--- config.mk ---
export PLATFORM = sky130hd
export DESIGN_NAME = writeback_queue
export DESIGN_NICKNAME = d
export VERILOG_FILES = /design/src/rtl/writeback_queue.sv
export SDC_FILE = /design/constraint.sdc
export NUM_CORES = 1
export LEC_CHECK = 0
export ABC_AREA = 1
export CAP_MARGIN = 30
export CORE_AREA = 3 3 128 130
export CTS_CLUSTER_DIAMETER = 60
export DETAILED_ROUTE_END_ITERATION = 16
export DIE_AREA = 0 0 131 133
export GPL_ROUTABILITY_DRIVEN = 0
export PLACE_DENSITY = 0.56
export SYNTH_ARGS = -nofsm -noshare
export SYNTH_HDL_FRONTEND = slang
export SYNTH_SLANG_ARGS = --single-unit
--- constraint.sdc ---
create_clock -name clk -period 3.1 [get_ports clk]
set_clock_uncertainty 0.1 [all_clocks]
set_input_delay 0.775 -clock clk [delete_from_list [all_inputs] [get_ports clk]]
set_output_delay 0.775 -clock clk [all_outputs]
set_load 0.1 [all_outputs]
--- src/rtl/writeback_queue.sv ---
// Four-entry in-order writeback queue in front of the register bank.
// Define WBQ_FORWARD_EN to forward queued data to reads instead of flagging hazards.
module writeback_queue (
    input  logic        clk,
    input  logic        rst_n,
    input  logic        wb_valid,
    output logic        wb_ready,
    input  logic [2:0]  wb_sel,
    input  logic [15:0] wb_data,
    input  logic        rf_hold,
    output logic [2:0]  rf_write_choose,
    output logic        rf_in_or_not,
    output logic [15:0] rf_input_wire,
    input  logic [2:0]  rd_sel_one,
    input  logic [2:0]  rd_sel_two,
    input  logic [15:0] rf_out1,
    input  logic [15:0] rf_out2,
    output logic [15:0] rd_data_one,
    output logic [15:0] rd_data_two,
    output logic        rd_hazard_one,
    output logic        rd_hazard_two,
    output logic [2:0]  q_count
);

    logic [2:0]  sel_q  [4];
    logic [15:0] data_q [4];
    logic [1:0]  wptr_q, wptr_d;
    logic [1:0]  rptr_q, rptr_d;
    logic [2:0]  cnt_q, cnt_d;
    logic        push, pop;

    assign wb_ready = (cnt_q != 3'd4);
    assign push     = wb_valid && wb_ready;
    assign pop      = (cnt_q != 3'd0) && !rf_hold;
    assign q_count  = cnt_q;

    assign rf_in_or_not    = pop;
    assign rf_write_choose = pop ? sel_q[rptr_q] : 3'd0;
    assign rf_input_wire   = pop ? data_q[rptr_q] : 16'd0;

    always_comb begin
        wptr_d = push ? wptr_q + 2'd1 : wptr_q;
        rptr_d = pop ? rptr_q + 2'd1 : rptr_q;
        cnt_d  = cnt_q;
        if (push && !pop) begin
            cnt_d = cnt_q + 3'd1;
        end else if (pop && !push) begin
            cnt_d = cnt_q - 3'd1;
        end
    end

    always_ff @(posedge clk) begin
        if (!rst_n) begin
            wptr_q <= 2'd0;
            rptr_q <= 2'd0;
            cnt_q  <= 3'd0;
        end else begin
            wptr_q <= wptr_d;
            rptr_q <= rptr_d;
            cnt_q  <= cnt_d;
        end
    end

    // Storage is left uncleared; pointers alone define validity.
    always_ff @(posedge clk) begin
        if (push) begin
            sel_q[wptr_q]  <= wb_sel;
            data_q[wptr_q] <= wb_data;
        end
    end

    logic        hit1, hit2;
    logic [1:0]  idx;
`ifdef WBQ_FORWARD_EN
    logic [15:0] fwd1, fwd2;
`endif

    // Scan oldest to youngest so the youngest match wins.
    always_comb begin
        hit1 = 1'b0;
        hit2 = 1'b0;
        idx  = rptr_q;
`ifdef WBQ_FORWARD_EN
        fwd1 = 16'd0;
        fwd2 = 16'd0;
`endif
        for (int i = 0; i < 4; i++) begin
            idx = rptr_q + 2'(i);
            if (3'(i) < cnt_q) begin
                if (sel_q[idx] == rd_sel_one) begin
                    hit1 = 1'b1;
`ifdef WBQ_FORWARD_EN
                    fwd1 = data_q[idx];
`endif
                end
                if (sel_q[idx] == rd_sel_two) begin
                    hit2 = 1'b1;
`ifdef WBQ_FORWARD_EN
                    fwd2 = data_q[idx];
`endif
                end
            end
        end
    end

`ifdef WBQ_FORWARD_EN
    assign rd_data_one   = hit1 ? fwd1 : rf_out1;
    assign rd_data_two   = hit2 ? fwd2 : rf_out2;
    assign rd_hazard_one = 1'b0;
    assign rd_hazard_two = 1'b0;
`else
    assign rd_data_one   = rf_out1;
    assign rd_data_two   = rf_out2;
    assign rd_hazard_one = hit1;
    assign rd_hazard_two = hit2;
`endif

endmodule

# ---- Word-level counts from Yosys, hierarchy flattened
# Memory sizes are Yosys's and may differ from the RTL's. A register that Yosys moved wholly into a read port is not among the register bits.
# Cells that the tools add are included.
dict set report classes {
  add_sub_neg 6
  n_lt_le_gt_ge 4
  n_eq_ne 9
  n_mux 26
  n_reduce_logical 9
}
# operator count
set ops {}
lappend ops {{equality test 3 bit} 8}
lappend ops {{two-way mux 1 bit} 18}
lappend ops {{two-way mux 16 bit} 1}
lappend ops {{two-way mux 3 bit} 3}
lappend ops {{two-way mux 2 bit} 4}
lappend ops {{less-than comparator 1 x 3 -> 1 bit, first input constant} 2}
lappend ops {{less-than comparator 2 x 3 -> 1 bit, first input constant} 2}
lappend ops {{adder 2 x 1 -> 2 bit, second input constant} 2}
lappend ops {{adder 2 bit, second input constant} 2}
lappend ops {{logical AND 1 bit} 4}
lappend ops {{adder 3 x 1 -> 3 bit, second input constant} 1}
lappend ops {{logical NOT 1 bit} 3}
lappend ops {{!= test 3 bit, second input constant} 1}
lappend ops {{nonzero test 3 bit} 1}
lappend ops {{subtractor 3 x 1 -> 3 bit, second input constant} 1}
lappend ops {{nonzero test 2 bit} 1}
dict set report word_totals {
  register_bits 7
  mem_bits_rw 76
  input_bits 61
  wordCells 59
  mem_count 2
}
# name depth width read_ports rd_clocked_by_memory_dff write_ports line
set memory_table {}
lappend memory_table {data_q 4 16 1 1 1 26} ;# logic [15:0] data_q [4];
lappend memory_table {sel_q 4 3 4 1 1 25} ;# logic [2:0] sel_q [4];

# ---- Logic depth before layout (Yosys ltp)
# Gate-level depths: netlist of run 1.
dict set report logic_depth {
  ltp_word 9
  ltp_mapped 13
}

# ---- Least setup slack after synthesis of run 1
# OpenSTA, ideal clock, no wires.
dict set report synth_path {
  kind {reg2out}
  startpoint {register cnt_q[0], in the netlist q_count[0]}
  endpoint {output port rf_input_wire[10]}
  arrival_ps 4254
  required_time_ps 2225
  setup_slack_ps -2029
  stages_incl_launch_ff 7
  n_path_buf 1
  path_cell_list {dfxtp_1 -> inv_1 -> ha_1 -> a21oi_2 -> inv_1 -> buf_2 -> a21oi_1}
}
dict set report synth_via {
  elab_chain_len 3
}
# element line
set synth_lines {}
lappend synth_lines {{start: declaration} 29} ;# logic [2:0] cnt_q, cnt_d;
lappend synth_lines {{start signal: assignment} 60} ;# cnt_q <= cnt_d;
lappend synth_lines {{nonzero test 3 bit} 34} ;# assign pop = (cnt_q != 3'd0) && !rf_hold;
lappend synth_lines {{logical AND 1 bit} 34}
lappend synth_lines {{net rf_in_or_not} 12} ;# output logic rf_in_or_not,
lappend synth_lines {{two-way mux 16 bit} 39} ;# assign rf_input_wire = pop ? data_q[rptr_q] : 16'd0;
lappend synth_lines {{end: declaration} 13} ;# output logic [15:0] rf_input_wire,
# The timed path passes the listed nets, and every way through them passes these cells.

# ---- Worst setup path in the final report of run 1
dict set report layout_path {
  startpoint {input port rd_sel_two[1]}
  endpoint {output port rd_hazard_two}
}
dict set report layout_via {
  elab_chain_len 9
}
# element line
set layout_lines {}
lappend layout_lines {{start: declaration} 15} ;# input logic [2:0] rd_sel_two,
lappend layout_lines {{equality test 3 bit} 96} ;# if (sel_q[idx] == rd_sel_two) begin
lappend layout_lines {{two-way mux 1 bit} 96}
lappend layout_lines {{two-way mux 1 bit} 89} ;# if (3'(i) < cnt_q) begin
lappend layout_lines {{two-way mux 1 bit} 96}
lappend layout_lines {{two-way mux 1 bit} 89}
lappend layout_lines {{two-way mux 1 bit} 96}
lappend layout_lines {{two-way mux 1 bit} 89}
lappend layout_lines {{two-way mux 1 bit} 96}
lappend layout_lines {{two-way mux 1 bit (*)} 89}
lappend layout_lines {{end: declaration} 21} ;# output logic rd_hazard_two,
# Every way passes the cells marked *; elsewhere a longest branch is shown, timed or not.

==> impl_metrics.toml, run 1 <==
[outcome]
status = "complete, no violations"

[logic_synthesis]
yosysMostFrequentCell = "nand2_1"
yosysSeqAreaShare = 0.536
synth_top_area_share = 0.497
synth_flop_cell = "edfxtp_1"
synth_seq_cells = 85
synthTopCellsByCount = "nand2_1, nor2_1, edfxtp_1"
synth-simple-area-share = 0.248
yosysWarnings = 0
synthArstFlopShare = 0
synth_edf_count = 76
netlist_area_um2 = 4590
synth.area.mux_share = 0
synthCells = 535
syn_area_per_cell_um2 = 8.58
netlist_top_cells_area = "edfxtp_1, nand2_1, nor2_1"
syn_nets = 605
synth_cell_types = 22
synthXorXnorAreaFrac = 0.00191
yosys.area.top_type = "edfxtp_1"
synth_top_family_by_area = "simple AND/OR/NAND/NOR gates"
synth_compound_area_frac = 0.0809
synth_fa_ha_area_frac = 0.0245

[route]
drc = 0
antenna_left = 0
via_count = 3567
drt-vias-per-instance = 4.58
firstDrtPassIters = 5
drtIter0Drc = 203
wirelength_um = 11000
wl_per_cell_um = 14.2

[sta]
final-hold-violation-count = 0
tns_ns = 0
fin_crit_sh = 0.966
rsz0062_at_grt = "no"
max_slew_margin = 0.742
drv_slew = 0
worst_pin_slew_ns = 0.383
finalSetupViolCount = 0
layout_min_cycle_time_ns = 3.00
fmax_ghz = 0.334
whs_ns = 0.403

[cells_and_area]
layout-drive-gt1-share = 0.183
fillCellCount = 1486
antennaDiodeCount = 0
synthToLayoutAreaGrowth_pct = 28.8
design_area_um2 = 5910
fin_cells = 778
nets = 633

[clock_tree]
htreeDepth = 3
cts.sinks = 85
clk_pin_slew_worst_paths_ns = 0.06
postCtsSetupBuffers = 0
cts_buffer_depth = 2
cts.root.buffer_cell = "clkbuf_16"
cts_buffers = 9
cts_tree = "done"
clkLatencyLatePin_ns = 0.33

[global_routing]
grt_pass1_wl_um = 17900
overflow = 0
grt_use_total = 0.131
grt_pass1_vias = 3508
grt_start_max_net_pins = 33
grt_antenna_before_repair = 0

[setup_path]
r2r_slack_ns = 1.00
cp-start-kind = "input port"
critPathMaxFanout = 5
path_class = "input port to primary output"
timing.rr.end = "q_count[2]"
rr_worst_depth = 10
end_kind = "primary output"
required_ns = 2.22
arrival_ns = 2.12
r2r_start = "q_count[0]"

[hold_path]
holdPathStages = 1
holdCritStartpoint = "q_count[0]"
worstHoldEndpoint = "q_count[0]"
hold_path.class = "flip-flop to flip-flop"

[power]
peakVddDrop_v = 0.000571
leakagePower_uw = 0.00234
totalPowerFinal_uw = 6030
cellPowerDensity_nw_per_um2 = 1020

[die]
io_pins = 119
die_h_um = 133
initial_utilization = 0.301
num_rows = 45
fp.dieArea_um2 = 17400
core_um2 = 15300
die_w_um = 131

[placement]
place_inst = 763
dp_hpwl_um = 7570
place_area_um2 = 5620
port_buffers = 54

[run]
max_cap_viol_count = 0
-- critical path: stages --
cell and delay, ns:
clkdlybuf4s50_1 0.55, inv_1 0.11, nand3_1 0.10, nand2_1 0.07
nor2_1 0.08, nand2_1 0.05, nand2_1 0.06, inv_1 0.03
nand2_1 0.10, buf_12 0.18
-- routing by layer --
metal  track usage  wire, µm  share of wire  vias to the layer above
li1              -         -              -                     1774
met1         0.172      4800           0.44                     1621
met2         0.206      5200           0.47                      128
met3        0.0291       667          0.061                       44
met4        0.0554       350          0.032                        0
met5             0         0              0                        -
-- placed cells by master, fill, tap and decap left out, types with 2 or more instances in the layout --
cell,synthesis,layout
nand2_2,12,12
inv_1,35,31
nor2_4,0,3
nand2_4,2,2
ha_1,9,8
clkdlybuf4s50_1,0,25
edfxtp_1,76,76
nor2_2,0,4
dlymetal6s2s_1,0,3
a21oi_4,0,17
dfxtp_4,0,3
inv_6,1,4
buf_12,0,23
inv_2,2,4
buf_4,32,15
a21oi_1,29,12
o21ai_0,41,41
clkbuf_16,0,9
dfxtp_1,9,6
nor2_1,90,83
nand3_1,38,38
inv_4,0,2
nand2_1,137,137
-- cells by family (layout without fill, tap and decap cells) --
logic type               Yosys count  in the layout
AO/OA/AOI/OAI                     73             73
XOR/XNOR                           1              1
adder cells (fa/ha/maj)            9              9
buffers and inverters             88            120
flip-flops                        85             85
AND/OR/NAND/NOR                  279            279
-- worst max-delay path by stage --
stage                       start               end  slack, ns  cells after the start
floorplan              q_count[0]  rf_input_wire[0]      -0.10                      6
CTS                 rd_sel_one[0]     rd_hazard_one       0.07                     10
finish              rd_sel_two[1]     rd_hazard_two       0.10                     10
global route            rptr_q[0]     rd_hazard_one      0.009                     13
global placement    rd_sel_one[1]     rd_hazard_one       0.08                      8
detailed placement  rd_sel_one[0]     rd_hazard_one       0.07                     10
-- layout make-up --
class / count / area, µm² / area share
Clock buffer: 9 / 225 / 0.0381
Clock inverter: 6 / 53.8 / 0.00910
Inverter: 38 / 153 / 0.0258
Multi-Input combinational cell: 362 / 1870 / 0.316
Sequential cell: 85 / 2470 / 0.418
Tap cell: 211 / 264 / 0.0446
Timing Repair Buffer: 67 / 876 / 0.148
-- registers in the layout, indices dropped and copies added (netlist names), named ones only --
signal and cells:
data_q 64, sel_q 12, q_count 3, rptr_q 2
wptr_q 2
-- power by group --
group | total [µW] | internal [µW] | switching, µW | leakage, µW
sequential | 1520 | 1420 | 101 | 0.000773
combinational | 3510 | 1100 | 2410 | 0.00144
clock | 996 | 553 | 443 | 0.000135
total | 6030 | 3070 | 2950 | 0.00234
-- what timing repair did --
action | CTS | global route
hold buffers | 0 | 0
endpoints found under the setup margin | 0 | 2
gates resized for setup | 0 | 7
-- metrics by stage --
stage | util | setup slack [ns]
final | 0.388 | 0.105
after global routing | 0.388 | 0.00886
after CTS | 0.386 | 0.0713
after detailed placement | 0.368 | 0.0748
after global placement | 0.368 | 0.0818
after floorplan | - | -0.104
Note: power is estimated with default switching activity, not from simulation.
==> run 2: changes to the inputs <==
- CORE_AREA: 3 3 128 130 -> 3 3 101 103
- DIE_AREA: 0 0 131 133 -> 0 0 104 106
- MAX_ROUTING_LAYER: not set -> met4
- PLACE_DENSITY: 0.56 -> 0.82
==> impl_metrics.toml, run 2 (same netlist as run 1, synthesis figures left out) <==
[outcome]
status = "complete, no violations"

[die]
die_w_um = 104
initial_utilization = 0.495
fp.dieArea_um2 = 11000
die_h_um = 106
io_pins = 119
num_rows = 35
core_um2 = 9280

[route]
firstDrtPassIters = 5
antenna_left = 0
wl_per_cell_um = 14.8
wirelength_um = 10400
drtIter0Drc = 226
drc = 0
via_count = 3669
drt-vias-per-instance = 5.25

[clock_tree]
cts.root.buffer_cell = "clkbuf_8"
clk_pin_slew_worst_paths_ns = 0.09
cts_tree = "done"
cts_buffers = 9
postCtsSetupBuffers = 0
htreeDepth = 3
cts.sinks = 85
clkLatencyLatePin_ns = 0.36
cts_buffer_depth = 2

[global_routing]
grt_use_total = 0.192
overflow = 0
grt_pass1_wl_um = 16600
grt_antenna_before_repair = 0
grt_start_max_net_pins = 33
grt_pass1_vias = 3538

[cells_and_area]
multiInputGateArea_um2 = 1870
layout_common_cells = "nand2_1, nor2_1, edfxtp_1"
antennaDiodeCount = 0
fin_cells = 699
largest_reg_flops = 64
synthToLayoutAreaGrowth_pct = 25.1
fin_util = 0.619
layout_commonest_cell = "nand2_1"
top_register = "data_q"
regArea_um2 = 2480
layout-drive-gt1-share = 0.191
nets = 635
fillCellCount = 754

[hold_path]
hold_path.class = "flip-flop to flip-flop"
holdPathStages = 1

[power]
cellPowerDensity_nw_per_um2 = 1000
totalPowerFinal_uw = 5770
peakVddDrop_v = 0.000596
leakagePower_uw = 0.00233

[setup_path]
arrival_ns = 2.11
rr_worst_depth = 10
required_ns = 2.22
worst-path-stages = 10
cp_slowest_cell = "clkdlybuf4s50_1"
cp-start-kind = "input port"
cpMostUsedCell = "nand2_1"
crit_buf_inv = 4
path_delay_family = "buffers and inverters"
slowest_delay_ns = 0.56
critPathMaxFanout = 5
end_kind = "primary output"
cp_cell_sequence = "clkdlybuf4s50_1, inv_2, nand3_1, nand2_1, nor2_1, nand2_1, nand2_1, inv_1, nand2_1, buf_12"
path_class = "input port to primary output"

[placement]
dp_hpwl_um = 7200
place_inst = 683
port_buffers = 54
dp_slack_ns = 0.0618

[sta]
whs_ns = 0.398
finalSetupViolCount = 0
fmax_ghz = 0.335
setup_slack_ns = 0.118
fin_crit_sh = 0.962
max_slew_margin = 0.715
final-hold-violation-count = 0
drv_slew = 0
worst_pin_slew_ns = 0.423
rsz0062_at_grt = "no"
layout_min_cycle_time_ns = 2.98

[run]
max_cap_viol_count = 0
## run 2: changes by cell type in the layout (fill, tap and decap cells not counted), sizes merged
| cell | previous run | this run |
|---|---|---|
| clkinv | 1 | 2 |
| dlymetal6s2s | 3 | 5 |
| clkdlybuf4s50 | 25 | 23 |
| buf | 39 | 41 |
## run 2: path summary, 6_finish.rpt
check	from	to	slack, ns
setup / recovery	rd_sel_two[2]	rd_hazard_two	0.12
hold / removal	q_count[0]	q_count[0]	0.40
setup reg to reg	q_count[0]	q_count[2]	0.97
hold reg to reg	q_count[0]	q_count[0]	0.40
## run 2: stage by stage
stage,TNS (ns),area [µm²]
finish,0,5740
CTS,0,5730
detailed placement,0,5540
global placement,0,5540
global route,0,5740
floorplan,-9.09,4850
## run 2: timing repair
item	4_1_cts	5_1_grt
resized for setup	0	9
endpoints found under the setup margin	0	2
hold buffers	0	0
## run 2: cell type report
class,instances,share of cell area
clock buffers,9,0.0216
clock inverters,7,0.0109
inverters,38,0.0266
multi-input cells,362,0.325
flip-flops and latches,85,0.431
well taps,129,0.0281
repair buffers,69,0.157
## run 2: where the power goes
| group | internal, µW | switching [µW] |
|---|---|---|
| clock | 307 | 422 |
| combinational | 1120 | 2380 |
| sequential | 1420 | 117 |
| total | 2850 | 2920 |
## run 2: worst register-to-register path, cell delays in order (launching register included)
cell and delay [ns]:
dfxtp_4 0.40, inv_4 0.05, ha_4 0.16, a21oi_4 0.15, inv_2 0.15, buf_4 0.21
ha_1 0.34, nor2_1 0.11, o21ai_0 0.10, o21ai_0 0.19, a21oi_1 0.05
## run 2: layer usage
metal / part of all wire / vias to the layer above / routed length (µm) / global-route usage
met5: 0 / - / 0 / -
met4: 0.025 / 0 / 263 / 0.0769
met3: 0.079 / 40 / 817 / 0.0449
met2: 0.50 / 156 / 5130 / 0.327
met1: 0.40 / 1685 / 4150 / 0.222
li1: - / 1788 / - / -
